<file path="src/rtl/if_id_stage.sv">
// Instruction-fetch stage and IF/ID pipeline register: PC, fetch capture, decode field split,
// stall hold, branch redirect with bubble insertion, sticky misalignment flag and stall counter.
module if_id_stage #(
  parameter logic [31:0] RESET_PC = 32'h0000_0000,
  parameter int unsigned PC_STEP  = 4,
  parameter int unsigned CNT_W    = 16
) (
  input  logic             clk,
  input  logic             rst_n,
  input  logic             stall,
  input  logic             branch_taken,
  input  logic [31:0]      branch_target,
  input  logic [31:0]      imem_rdata,
  output logic [31:0]      imem_addr,
  output logic             id_valid,
  output logic [31:0]      id_instr,
  output logic [31:0]      id_pc_plus4,
  output logic [5:0]       id_opcode,
  output logic [4:0]       id_rs,
  output logic [4:0]       id_rt,
  output logic [4:0]       id_rd,
  output logic [5:0]       id_funct,
  output logic [15:0]      id_imm16,
  output logic             misalign_err,
  output logic [CNT_W-1:0] stall_count
);

  localparam logic [31:0]      PcStep = 32'(PC_STEP);
  localparam logic [CNT_W-1:0] CntOne = {{(CNT_W-1){1'b0}}, 1'b1};

  typedef enum logic [1:0] {StBoot, StRun, StHold} state_e;

  state_e           state_q, state_d;
  logic [31:0]      pc_q, pc_d;
  logic             valid_q, valid_d;
  logic [31:0]      instr_q, instr_d;
  logic [31:0]      pc_plus4_q, pc_plus4_d;
  logic             misalign_q, misalign_d;
  logic [CNT_W-1:0] cnt_q, cnt_d;

  always_ff @(posedge clk or negedge rst_n) begin
    if (!rst_n) begin
      state_q    <= StBoot;
      pc_q       <= RESET_PC;
      valid_q    <= 1'b0;
      instr_q    <= '0;
      pc_plus4_q <= '0;
      misalign_q <= 1'b0;
      cnt_q      <= '0;
    end else begin
      state_q    <= state_d;
      pc_q       <= pc_d;
      valid_q    <= valid_d;
      instr_q    <= instr_d;
      pc_plus4_q <= pc_plus4_d;
      misalign_q <= misalign_d;
      cnt_q      <= cnt_d;
    end
  end

  always_comb begin
    state_d    = state_q;
    pc_d       = pc_q;
    valid_d    = valid_q;
    instr_d    = instr_q;
    pc_plus4_d = pc_plus4_q;
    misalign_d = misalign_q;
    cnt_d      = cnt_q;
    case (state_q)
      StBoot: state_d = StRun;
      StRun, StHold: begin
        // Redirect wins over stall, even while holding.
        if (branch_taken) begin
          pc_d       = {branch_target[31:2], 2'b00};
          valid_d    = 1'b0;
          instr_d    = '0;
          pc_plus4_d = '0;
          state_d    = StRun;
          if (branch_target[1:0] != 2'b00) misalign_d = 1'b1;
        end else if (stall) begin
          state_d = StHold;
          if (cnt_q != '1) cnt_d = cnt_q + CntOne;
        end else begin
          instr_d    = imem_rdata;
          pc_plus4_d = pc_q + PcStep;
          valid_d    = 1'b1;
          pc_d       = pc_q + PcStep;
          state_d    = StRun;
        end
      end
      default: state_d = StBoot;
    endcase
  end

  assign imem_addr    = pc_q;
  assign id_valid     = valid_q;
  assign id_instr     = instr_q;
  assign id_pc_plus4  = pc_plus4_q;
  assign id_opcode    = instr_q[31:26];
  assign id_rs        = instr_q[25:21];
  assign id_rt        = instr_q[20:16];
  assign id_rd        = instr_q[15:11];
  assign id_funct     = instr_q[5:0];
  assign id_imm16     = instr_q[15:0];
  assign misalign_err = misalign_q;
  assign stall_count  = cnt_q;

endmodule

</file>
<file path="config.mk">
export PLATFORM = sky130hd
export DESIGN_NAME = if_id_stage
export DESIGN_NICKNAME = d
export VERILOG_FILES = /design/src/rtl/if_id_stage.sv
export SDC_FILE = /design/constraint.sdc
export NUM_CORES = 1
export LEC_CHECK = 0
export CORE_MARGIN = 5
export CORE_UTILIZATION = 46
export CTS_BUF_LIST = sky130_fd_sc_hd__clkbuf_8
export CTS_CLUSTER_DIAMETER = 60
export CTS_CLUSTER_SIZE = 30
export DETAILED_ROUTE_END_ITERATION = 8
export PLACE_DENSITY = 0.85
export SYNTH_ARGS = -nofsm -noshare
export SYNTH_HDL_FRONTEND = slang
export SYNTH_SLANG_ARGS = --single-unit
</file>
<file path="constraint.sdc">
create_clock -name clk -period 3 [get_ports clk]
set_clock_uncertainty 0.05 [all_clocks]
set_input_delay 0.6 -clock clk [delete_from_list [all_inputs] [get_ports clk]]
set_output_delay 0.6 -clock clk [all_outputs]
set_load 0.05 [all_outputs]
</file>
==> metrics.md, run 1 <==
| Metric | Value |
|---|---|
| CTS resizes | 0 |
| Tcrit/Tclk final | 85.16% |
| CTS Hold Buffers Added | 0 |
| Global-route wire length before repair | ~27,000 um |
| Final hold viol count | 0 |
| Vias per cell | between 5 and 6 |
| Synth top area cells | dfrtp_1 48%, nand2_1 7.4%, buf_4 6.0% |
| GP Congestion | 0.8952 |
| Largest net degree at the start of global routing | 63 |
| Number of core rows | between 40 and 50 |
| Slew Viols, Final | 0 |
| Vias | roughly 5,400 |
| Synth warnings | 0 |
| Most used DFF post-synth | dfrtp_1 |
| Bufs on Longest Clock Path | 2 |
| Worst path buffer plus inverter count | 1 |
| Yosys reg bits | 113 |
| Tightest Hold Check Type | in -> async |
| Total GRT Usage | between 20 and 25% |
| Unrepaired setup endpoints after global routing | no |
| Clock Latency Late Sink | 0.43 ns |
| Post-CTS Setup Repair Bufs | 0 |
| Crit end category | primary output |
| WL final | 17,390 um |
| # diodes | 0 |
| Max-Cap Viols | 0 |
| Critical path's slowest cell | clkdlybuf4s50_1 |
| Clock root buffer | clkbuf_8 |
| I/O pins | roughly 230 |
| Crit path DAT | approximately 1.9 ns |
| Horiz. Die Dim | around 120 um |
| Die Y | around 120 um |
| Share of layout cells above drive strength 1 | under 10% |
| Worst-Margin Slew | 0.7061 ns |
| Vias in the first global route | around 5,100 |
| Cells after Synth | 655 |
| Antenna violations before repair | 0 |
| Area growth, synth to finish | 42.32% |
| Die ar. | 15,200 um^2 |
| Port Buffers | 222 |
| Top cell type's share of synthesized area | 47.91% |
| Critical Path Max Stage Delay | 0.89 ns |
| Number of DRC markers in iteration 0 | 439 |
| CTS H-tree lvls | 4 |
| Clock sink count | 113 |
| Core footprint | 12,620 um^2 |
| Rel. slew slack | 52.49% |
| Synth top cells by count | 116 x nand2_1, 113 x dfrtp_1, 61 x o21ai_0 |
| Worst setup SP type | flip-flop |
| Wire length per cell | 17.27 um |
| CTS tree | yes |
| Required @ worst endpoint | between 2 and 2.5 ns |
| Count leader, synth | nand2_1 |
| GRT overflow | 0 |
| F_max | 391.4 MHz |
| Syn Area/Cell | 9.011 um^2 |
| Final #Nets | 896 |
| EDFF count, synth | 0 |
| Library cells used by synthesis | 54 |
| DRT antenna net count | 0 |
| Initial core utilization | 46.77% |
| Detailed Routing Iterations Pass 1 | 5 |
| Detail Placement HPWL | 12,540 um |
| # DRC | 0 |
| Cell area after synthesis | approximately 5900 um^2 |
| Sequential area share after synthesis | between 40% and 50% |
| CP cell instances | clkdlybuf4s50_1 |
| Area leader, netlist | dfrtp_1 |
| Setup_tns | 0 ns |
| Critical path's top delay family | buffers and inverters |
| Worst-path fanout max | 12 |
| Filler instances | 999 |
| Final number of setup-violating endpoints | 0 |
| Min Tclk post-route | 2.555 ns |
| Post-synth ARST share | 100.0% |
| Setup CP Type | reg -> out |
| CTS Buf Count | 17 |
| Outcome | finished, final reports clean |
| Clk pin slew, worst setup/hold paths | 0.06 ns |
flip-flops by register name (all words and copies together) (netlist names):
register / count
id_instr: 32
id_pc_plus4: 31
imem_addr: 30
stall_count: 16
state_q: 2
id_valid: 1
misalign_err: 1
metrics by stage:
step	setup WS, ns	hold slack [ns]	instance area (um^2)	cells	util, %
global route	0.3975	0.09851	8399	1007	66.56
global placement	0.4923	0.4112	7966	977	63.13
CTS	0.4355	0.07414	8399	1007	66.56
detailed placement	0.4230	0.4129	7966	977	63.13
finish	0.4453	0.08019	8399	1007	66.56
floorplan	0.4190	0.2544	5906	656	-
cell type report:
class / count / area (um^2) / share of cell area (%)
timing repair buffer: 237 / 2357 / 28.06
sequential: 113 / 2828 / 33.67
inverter: 10 / 37.54 / 0.4469
multi-input combinational: 445 / 2529 / 30.11
clock buffer: 24 / 330.3 / 3.933
tap: 172 / 215.2 / 2.562
clock inverter: 6 / 102.6 / 1.222
layout by cell type (no fill, tap or decap), types with 2 or more instances in the layout:
cell / count
nand4_1: 16
clkdlybuf4s50_1: 221
nand3_1: 26
ha_1: 4
bufinv_16: 3
mux2_2: 3
inv_1: 12
a21oi_1: 21
a41o_1: 2
nand3b_1: 4
clkbuf_8: 24
dfrtp_1: 113
and4_1: 2
and2_1: 3
nand2_1: 115
xnor2_1: 22
a31oi_1: 4
o22ai_1: 18
a22oi_1: 4
buf_4: 14
a221o_1: 2
o21ai_0: 61
buf_12: 2
nor3_1: 13
xor2_1: 15
a21o_1: 5
nor2b_1: 2
nand2b_1: 4
mux2i_1: 13
and3_1: 7
o31ai_1: 4
nor4_1: 3
a22o_1: 9
conb_1: 2
nor2_1: 42
worst reg2reg max path, delay by kind of cell, from the launching register on:
| family | cells | cell delay, ns |
|---|---|---|
| flops | 1 | 0.59 |
| simple gates | 4 | 1.21 |
| compound gates | 1 | 0.26 |
| buf+inv | 1 | 0.28 |
path summary, 6_finish.rpt:
kind	startpoint	endpoint	slack, ns	depth (start not counted)
max	imem_addr[9]	imem_addr[9]	0.45	1
min	rst_n	misalign_err	0.08	1
max reg2reg	imem_addr[9]	imem_addr[26]	0.52	6
min reg2reg	misalign_err	misalign_err	0.43	1
max in group asynchronous	rst_n	id_instr[7]	2.12	2
min in group clk	misalign_err	misalign_err	0.43	1
per-layer routing:
layer  vias to the layer above  track usage (%)  wire, um
met5                         -                0         0
met4                         0            8.789       383
met1                      2569            30.73      7340
li1                       2564                -         -
met2                       254            36.19      8378
met3                        29            4.620      1289
kinds of logic after synthesis:
group                    share of synthesized area [%]
AND/OR/NAND/NOR                                  18.83
AO/OA/AOI/OAI                                    14.65
flip-flops                                       47.91
multiplexers                                     2.777
XOR/XNOR                                         5.491
adder cells (fa/ha/maj)                         0.8480
other                                          0.06354
buffers and inverters                            9.434
Power of run 1 is not shown: default switching activity piles up to over one toggle a cycle in this logic, so the estimate is an artifact.
==> inputs of run 2 (changes only) <==
--- a/config.mk
+++ b/config.mk
@@ -5,10 +5,11 @@
 export SDC_FILE = /design/constraint.sdc
 export NUM_CORES = 1
 export LEC_CHECK = 0
+export CAP_MARGIN = 40
 export CORE_MARGIN = 5
 export CORE_UTILIZATION = 46
 export CTS_BUF_LIST = sky130_fd_sc_hd__clkbuf_8
-export CTS_CLUSTER_DIAMETER = 60
+export CTS_CLUSTER_DIAMETER = 150
 export CTS_CLUSTER_SIZE = 30
 export DETAILED_ROUTE_END_ITERATION = 8
 export PLACE_DENSITY = 0.85
==> results of run 2 <==
Final layout, timing and power as in run 1 (identical DEF).
Power of run 2 is left out for the same reason.
